$ cat config.mk
export PLATFORM = sky130hd
export DESIGN_NAME = prio_arbiter_rr
export DESIGN_NICKNAME = d
export VERILOG_FILES = /design/src/rtl/prio_pkg.sv /design/src/rtl/prio_pick.sv /design/src/rtl/prio_arbiter_rr.sv
export SDC_FILE = /design/constraint.sdc
export NUM_CORES = 1
export LEC_CHECK = 0
export CAP_MARGIN = 20
export CORE_UTILIZATION = 35
export CTS_CLUSTER_DIAMETER = 80
export DETAILED_ROUTE_END_ITERATION = 10
export SETUP_SLACK_MARGIN = 0.4
export SLEW_MARGIN = 20
export SYNTH_ARGS = -nofsm -noshare
export SYNTH_HDL_FRONTEND = slang
export SYNTH_SLANG_ARGS = --single-unit
$ cat constraint.sdc
create_clock -name clk_i -period 1.8 [get_ports clk_i]
set_input_delay 0.27 -clock clk_i [delete_from_list [all_inputs] [get_ports clk_i]]
set_output_delay 0.27 -clock clk_i [all_outputs]
set_load 0.05 [all_outputs]
$ cat src/rtl/prio_pkg.sv
// Shared definitions for the registered priority / round-robin arbiter.
// Holds the selection-mode constants, the FSM state type and the index-width helper.
package prio_pkg;

    localparam logic MODE_FIXED = 1'b0;
    localparam logic MODE_RR    = 1'b1;

    typedef enum logic {
        IDLE  = 1'b0,
        GRANT = 1'b1
    } state_e;

    // Keeps the index at least one bit wide when N is very small.
    function automatic int idxWidth(input int n);
        return (n <= 2) ? 1 : $clog2(n);
    endfunction

endpackage

$ cat src/rtl/prio_pick.sv
// Combinational winner selection over a request vector.
// Supports two modes: fixed priority (highest index wins) and round-robin (first set bit at or above ptr, wrapping).
module prio_pick
    import prio_pkg::*;
#(
    parameter int N = 16,
    localparam int IDX_W = idxWidth(N)
) (
    input  logic [N-1:0]     vec_i,
    input  logic [IDX_W-1:0] ptr_i,
    input  logic             mode_i,
    output logic [IDX_W-1:0] idx_o,
    output logic             found_o
);

    localparam int PW = IDX_W + 1;

    logic [IDX_W-1:0] fixIdx;
    logic [IDX_W-1:0] rrIdx;
    logic [N-1:0]     hiMask;
    logic [2*N-1:0]   dblVec;
    logic [PW-1:0]    rrPos;

    // The lower copy keeps only bits at or above ptr, so the lowest set bit
    // of the doubled vector is the wrapped round-robin winner.
    always_comb begin
        fixIdx = '0;
        for (int i = 0; i < N; i++) begin
            if (vec_i[i]) begin
                fixIdx = IDX_W'(i);
            end
        end

        hiMask = '0;
        for (int i = 0; i < N; i++) begin
            if (i >= int'(ptr_i)) begin
                hiMask[i] = 1'b1;
            end
        end

        dblVec = {vec_i, vec_i & hiMask};
        rrPos  = '0;
        for (int i = 2*N-1; i >= 0; i--) begin
            if (dblVec[i]) begin
                rrPos = PW'(i);
            end
        end

        rrIdx   = (rrPos >= PW'(N)) ? IDX_W'(rrPos - PW'(N)) : IDX_W'(rrPos);
        found_o = |vec_i;
        idx_o   = (mode_i == MODE_RR) ? rrIdx : fixIdx;
    end

endmodule

$ cat src/rtl/prio_arbiter_rr.sv
// Registered arbiter: sticky pending requests, one held grant on a valid/ready handshake.
// The winner is cleared from pending on accept unless it is re-requested in that same cycle.
module prio_arbiter_rr
    import prio_pkg::*;
#(
    parameter int N       = 16,
    parameter int PTR_RST = 0,
    localparam int IDX_W  = idxWidth(N)
) (
    input  logic             clk_i,
    input  logic             rst_ni,
    input  logic             ena_i,
    input  logic [N-1:0]     req_i,
    input  logic             rr_mode_i,
    input  logic             grant_ready_i,
    output logic             grant_valid_o,
    output logic [IDX_W-1:0] grant_idx_o,
    output logic [N-1:0]     pending_o,
    output logic             none_o
);

    state_e           state_q,      state_d;
    logic [N-1:0]     pending_q,    pending_d;
    logic             grantValid_q, grantValid_d;
    logic [IDX_W-1:0] grantIdx_q,   grantIdx_d;
    logic [IDX_W-1:0] ptr_q,        ptr_d;
    logic             grantMode_q,  grantMode_d;
    logic             none_q,       none_d;

    logic [IDX_W-1:0] pickIdx;
    logic             pickFound;
    logic             accept;
    logic [N-1:0]     clrMask;

    prio_pick #(
        .N (N)
    ) u_pick (
        .vec_i   (pending_q),
        .ptr_i   (ptr_q),
        .mode_i  (rr_mode_i),
        .idx_o   (pickIdx),
        .found_o (pickFound)
    );

    // The mode is latched with the grant so a change during GRANT cannot
    // affect how the pointer advances on accept.
    always_comb begin
        state_d      = state_q;
        grantValid_d = grantValid_q;
        grantIdx_d   = grantIdx_q;
        ptr_d        = ptr_q;
        grantMode_d  = grantMode_q;

        accept    = (state_q == GRANT) && grantValid_q && grant_ready_i;
        clrMask   = accept ? (N'(1) << grantIdx_q) : '0;
        pending_d = (pending_q & ~clrMask) | req_i;

        case (state_q)
            IDLE: begin
                if (pickFound) begin
                    grantIdx_d   = pickIdx;
                    grantValid_d = 1'b1;
                    grantMode_d  = rr_mode_i;
                    state_d      = GRANT;
                end
            end
            GRANT: begin
                if (accept) begin
                    grantValid_d = 1'b0;
                    state_d      = IDLE;
                    if (grantMode_q == MODE_RR) begin
                        ptr_d = (grantIdx_q == IDX_W'(N-1)) ? '0 : grantIdx_q + 1'b1;
                    end
                end
            end
            default: begin
                state_d = IDLE;
            end
        endcase

        none_d = (pending_d == '0) && !grantValid_d;
    end

    always_ff @(posedge clk_i or negedge rst_ni) begin
        if (!rst_ni) begin
            state_q      <= IDLE;
            pending_q    <= '0;
            grantValid_q <= 1'b0;
            grantIdx_q   <= '0;
            ptr_q        <= IDX_W'(PTR_RST);
            grantMode_q  <= MODE_FIXED;
            none_q       <= 1'b1;
        end else if (ena_i) begin
            state_q      <= state_d;
            pending_q    <= pending_d;
            grantValid_q <= grantValid_d;
            grantIdx_q   <= grantIdx_d;
            ptr_q        <= ptr_d;
            grantMode_q  <= grantMode_d;
            none_q       <= none_d;
        end
    end

    assign grant_valid_o = grantValid_q;
    assign grant_idx_o   = grantIdx_q;
    assign pending_o     = pending_q;
    assign none_o        = none_q;

endmodule
# Word level (Yosys, flattened, before mapping)
# Cells that the tools add are included.
# W data, S select, Z words.
dict set report classes {
  n_eq_ne 1
  magnitude_cmp 16
  reduce_logical 8
  addsub 2
  bitwise_logic 5
  shift 1
  muxes 72
}
# cell count
set op_table {}
lappend op_table {{$mux W5} 32}
lappend op_table {{$mux W4} 17}
lappend op_table {{$and A16 B16 Y16} 2}
lappend op_table {{$ge A4 B4 Y1 const A} 7}
lappend op_table {{$mux W1} 20}
lappend op_table {{$ge A3 B4 Y1 const A} 4}
lappend op_table {{$logic_not A16 Y1} 1}
lappend op_table {{$mux W16} 1}
lappend op_table {{$not A16 Y16} 1}
lappend op_table {{$or A16 B16 Y16} 1}
lappend op_table {{$reduce_or A16 Y1} 1}
lappend op_table {{$shl A1 B4 Y16 const A} 1}
lappend op_table {{$ge A1 B4 Y1 const A} 2}
lappend op_table {{$ge A2 B4 Y1 const A} 2}
lappend op_table {{$ge A5 B5 Y1 const B} 1}
lappend op_table {{$add A4 B1 Y4 const B} 1}
lappend op_table {{$eq A4 B4 Y1 const B} 1}
lappend op_table {{$pmux W1 S2} 2}
lappend op_table {{$reduce_and A4 Y1} 1}
lappend op_table {{$sub A4 B1 Y4 const B} 1}
lappend op_table {{$logic_and A1 B1 Y1} 3}
lappend op_table {{$reduce_and A3 Y1} 1}
lappend op_table {{$logic_not A1 Y1} 1}
lappend op_table {{$not A1 Y1} 1}
dict set report word_totals {
  input_bits 21
  output_inout_bits 22
  ff_bits 28
  elab_cells 112
}

# Logic depth before layout (Yosys ltp)
dict set report depth {
  word_depth 35
  mapped_depth 8
  ltp_nobuf 8
}

# By module
# Synthesis repeated with hierarchy kept, for this count alone.
dict set report unflattened {
  hier_cells 262
  hier_area_um2 2170.8
}
# module cells_each area_per_inst_um2 seq_area_each_um2 instances
set modules_own_cells {}
lappend modules_own_cells {prio_arbiter_rr 141 1471.4 701.9 1}
lappend modules_own_cells {prio_pick 121 699.4 0.0 1}

# Worst setup path before layout
# OpenSTA, ideal clock, no wires.
dict set report synth_timing {
  path_type {reg-to-reg}
  from {register pending_q[11], in the netlist pending_o[11]}
  to {register grantIdx_q[1], in the netlist grant_idx_o[1]}
  setup_slack_ns -0.348
  t_arrival_ns 2.025
  setup_ns 0.124
  n_path_buf 1
  synth_period_minus_slack_ns 2.148
  required_time_ns 1.676
  stages_incl_launch_ff 8
  cell_sequence {dfrtp_1 buf_6 or4_1 a21oi_1 o32ai_1 o2111ai_1 a31oi_1 o31a_1}
}
dict set report synth_between {
  elab_chain_len 31
  elab_cells_between_ends 40
  cone_classes {1 x add/sub; 1 x order compare; 35 x mux; 1 x bitwise; 2 x reduce/logical}
}
# item line
set synth_lines {}
lappend synth_lines {{start, declared} prio_arbiter_rr.sv:23} ;# logic [N-1:0] pending_q, pending_d;
lappend synth_lines {{start signal, assigned} prio_arbiter_rr.sv:95} ;# pending_q <= pending_d;
lappend synth_lines {{$mux W5 (28 in series)} prio_pick.sv:44} ;# if (dblVec[i]) begin
lappend synth_lines {{$sub A4 B1 Y4 or $ge A5 B5 Y1 (tied branches)} prio_pick.sv:49} ;# rrIdx = (rrPos >= PW'(N)) ? IDX_W'(rrPos - PW'(N)) : IDX_W'(rrPos);
lappend synth_lines {{$mux W4} prio_pick.sv:49}
lappend synth_lines {{$mux W4} prio_pick.sv:51} ;# idx_o = (mode_i == MODE_RR) ? rrIdx : fixIdx;
lappend synth_lines {{end signal, assigned} prio_arbiter_rr.sv:97} ;# grantIdx_q <= grantIdx_d;
lappend synth_lines {{end, declared} prio_arbiter_rr.sv:25} ;# logic [IDX_W-1:0] grantIdx_q, grantIdx_d;
# Several ways; a longest one is shown, not always the timed one.
# A chain may end at the register's enable or synchronous reset.

# Worst setup path in the final report
dict set report layout_timing {
  from {register pending_q[10], in the netlist pending_o[10]}
  to {register grantIdx_q[1], in the netlist grant_idx_o[1]}
}
dict set report layout_between {
  elab_chain_len 30
  elab_cells_between_ends 40
  cone_classes {1 x add/sub; 1 x order compare; 35 x mux; 1 x bitwise; 2 x reduce/logical}
}
# item line
set layout_lines {}
lappend layout_lines {{$mux W5 (27 in series)} prio_pick.sv:44}
lappend layout_lines {{$sub A4 B1 Y4 or $ge A5 B5 Y1 (tied branches)} prio_pick.sv:49}
lappend layout_lines {{$mux W4} prio_pick.sv:49}
lappend layout_lines {{$mux W4} prio_pick.sv:51}
# Several ways; a longest one is shown, not always the timed one.

==> results.txt <==
The number of remaining DRC errors came out at 0. The total inserted antenna cells came out at 0. Setup repair after global routing could not meet its margin everywhere. The worst setup path is launched from a flip-flop. The count of flip-flops with a built-in enable after synthesis is 0.

The checks that failed: negative setup slack. The count of fill cells added during filler insertion came out at ~540. The share of synthesized area in the top cell type comes to 0.299.

The critical-path maximum fanout is 4. The cell leakage power came out at between 1.5 and 2 nW. When the netlist entered floorplanning its net count stood at ~320. The net count of the finished layout is 424. The worst-case IR drop observed on VDD is approximately 900 uV. The weighted congestion reported at the end of routability-driven placement is between 0.9 and 1.

The gate count of the mapped netlist came out at slightly below 300. The total I/O pin count is 43. The library cell used most frequently in the layout, excluding fill and tap cells, is buf_4. The fraction of final layout cells with drive strength greater than 1 came out at 0.460. The max-capacitance violation count is 0. Synthesis instantiated 55 different standard cells from the library.

STA classifies the critical path endpoint as a flip-flop. On the final layout, the worst hold slack is between 0.3 and 0.4 ns. TritonCTS built the clock tree. The via count normalized by instance count came out at ~6. The CTS sink count is 28. The clock transition at the registers of the reported paths came out at ~0.1 ns. The number of clock buffers inserted by TritonCTS is 3. The total number of vias came out at 2786. The worst slew slack as a fraction of its limit came out at 0.755. The starting density of the core is 0.373.

For the worst setup path, the data arrival time is approximately 2.1 ns. The synthesized design contains 28 register bits. Among all flip-flop cells after synthesis, the most frequent one is dfrtp_1. The aggregate routed wire length came out at just under 9 mm. The cell count after placement came out at approximately 450. The area of the die is about 6800 um2. In this run the worst hold path is classified as input pin to flip-flop. The via count of the first global-routing pass is around 2.6k. The slew at the pin closest to its max-slew limit came out at 0.368 ns. The number of buffers added on ports came out at 42. The site row count came out at 28. The run finished, with violations left. The detail route stage leaves a number of antenna-violating nets equal to 0. The clock network latency to the later pin of the worst-skew pair is roughly 0.29 ns. The worst-case clock skew is 0.0122 ns. The path type of the worst setup path is flip-flop to flip-flop.

CTS built an H-tree with a depth of 1. The number of max-slew violations in the final report came out at 0. For this run, the number of Yosys warnings is 0. The power density over the cells came out at ~1200 nW/um2. The number of antenna violations at the first check in global routing is 0.

The wire-length estimate of the detail-placed layout is roughly 6.6 mm. The leftover overflow at the end of global routing is 0. Entering global routing, the biggest net connects 29 pins. At the end of the flow the core is filled with cells to 0.614. The area of all sequential standard cells is 723 um2.

The count of endpoints failing hold in the final timing report came out at 0. The total power came out at between 4 and 5 mW. The first-pass GRT wire length came out at ~14 mm. In this run, the number of DRC markers left after iteration 0 of detailed routing was approximately 280.

The vertical extent of the die came out at roughly 82 um. The length of the first detailed-routing pass in iterations came out at 5. The non-filler instance count after layout is between 400 and 500. At the worst endpoint, the required time is about 2.0 ns. The area of combinational cells with multiple inputs is 1670 um2. The chip width is a little over 80 um. In the post-synthesis netlist, the biggest area contributors are dfrtp_1 30%, nand2_1 5.5%, a22o_1 4.3%. The clock passes through at most 2 buffers. The async set-reset flop share out of synthesis came out at 1.00. The number of endpoints failing setup at the final stage is 6. The cell type contributing the most total cell area after synthesis is dfrtp_1. The cell sitting at the root of the clock tree is a clkbuf_8. The final clock period utilization by the worst path came out at 1.06. Compared with the post-synthesis result, the final layout area differs by 64.7%. The average wire length per cell after detail routing came out at ~19 um.

Leaving out fill and tap cells, the most frequent cells in the layout are 87 x buf_4, 28 x nand2_1, 20 x nor2_1. The area of the placeable core is approximately 6000 um2. The post-synthesis cell area is ~2300 um2. The post-synthesis sequential area ratio is 0.311. The overall fraction of global-route tracks in use came out at 0.278. The peak clock frequency supported by timing is 0.522 GHz.

The post-layout minimum cycle time came out at around 1.9 ns. After synthesis, the mean cell area works out to approximately 7.7 um2. The final worst slack came out at -0.117 ns.
## through the flow
stage,TNS (ns),setup WS (ns),area [um2]
floorplan,-0.712,-0.173,2350
global route,-0.576,-0.146,3720
global placement,-0.852,-0.391,3210
detailed placement,-1.16,-0.527,3210
finish,-0.266,-0.117,3720
CTS,-0.202,-0.0781,3530
## path summary, 6_finish.rpt
check,start,endpoint,slack [ns],cells after the start
max,pending_o[10]$_DFFE_PN0P_,grant_idx_o[1]$_DFFE_PN0P_,-0.12,6
min,req_i[9],pending_o[9]$_DFFE_PN0P_,0.33,3
max reg2reg,pending_o[10]$_DFFE_PN0P_,grant_idx_o[1]$_DFFE_PN0P_,-0.12,6
min reg2reg,grantMode_q$_DFFE_PN0P_,grantMode_q$_DFFE_PN0P_,0.53,2
max in group asynchronous,rst_ni,none_o$_DFFE_PN1P_,1.14,2
min in group asynchronous,rst_ni,pending_o[1]$_DFFE_PN0P_,0.35,2
## synth_stat cells (all sizes together) (2+ instances only)
master and instances:
nand4 6, o221ai 3, a221oi 3, buf 13, a211oi 2, o21ai 19, o21a 2, nand3 15
nor2 25, a32o 3, dfrtp 27, o31ai 3, nor4 7, o211ai 4, clkbuf 14, nor2b 4
mux2 3, o31a 3, nand2b 4, nand2 33, and3 3, a21boi 4, ha 6, inv 16
a21oi 19, o2111ai 2, nor3 5, a22o 12, a31oi 8, or4 5
## sequential cells by signal, indices dropped and copies added (netlist names)
signal         flops
grant_idx_o        4
none_o             1
pending_o         16
grantMode_q        1
state_q            1
grant_valid_o      1
ptr_q              4
## power breakdown
| group | switching (mW) | internal (mW) | leakage, nW | total, mW |
|---|---|---|---|---|
| Combinational | 1.61 | 1.38 | 1.23 | 2.99 |
| Sequential | 0.250 | 0.798 | 0.272 | 1.05 |
| Clock | 0.207 | 0.298 | 0.0357 | 0.505 |
## area by class of cell
type | instances | share of cell area
multi-input combinational | 221 | 0.450
timing repair buffer | 127 | 0.295
sequential | 28 | 0.194
tap | 75 | 0.0252
inverter | 16 | 0.0168
clock buffer | 3 | 0.0111
clock inverter | 1 | 0.00807
## worst max-delay path, stage by stage (launching register included)
cell and delay [ns]:
dfrtp_2 0.44, or4_4 0.55, a21oi_2 0.14, o32ai_2 0.09, o2111ai_1 0.19, a31oi_1 0.15
o31a_1 0.26
## repair_timing
item / in CTS / in global routing
setup endpoints to repair: 26 / 31
setup buffers: 13 / 1
cloned: 0 / 0
gates resized for setup: 50 / 41
pin swaps: 12 / 18
hold buffers: 0 / 0
## layer usage
metal  track usage  routed length [um]  vias to the layer above
met5             0                   0                        -
met4        0.0982                 182                        0
met3        0.0319                 455                       15
met2         0.431                4100                      101
met1         0.396                4020                     1368
li1              -                   -                     1302
## cell families after synthesis
group,Yosys count,share of synthesized area
simple gates,112,0.243
compound gates,100,0.313
buf+inv,43,0.0853
flops,28,0.311
fa+ha+maj,6,0.0332
mux,3,0.0149
Power figures use the tool's default switching activity.
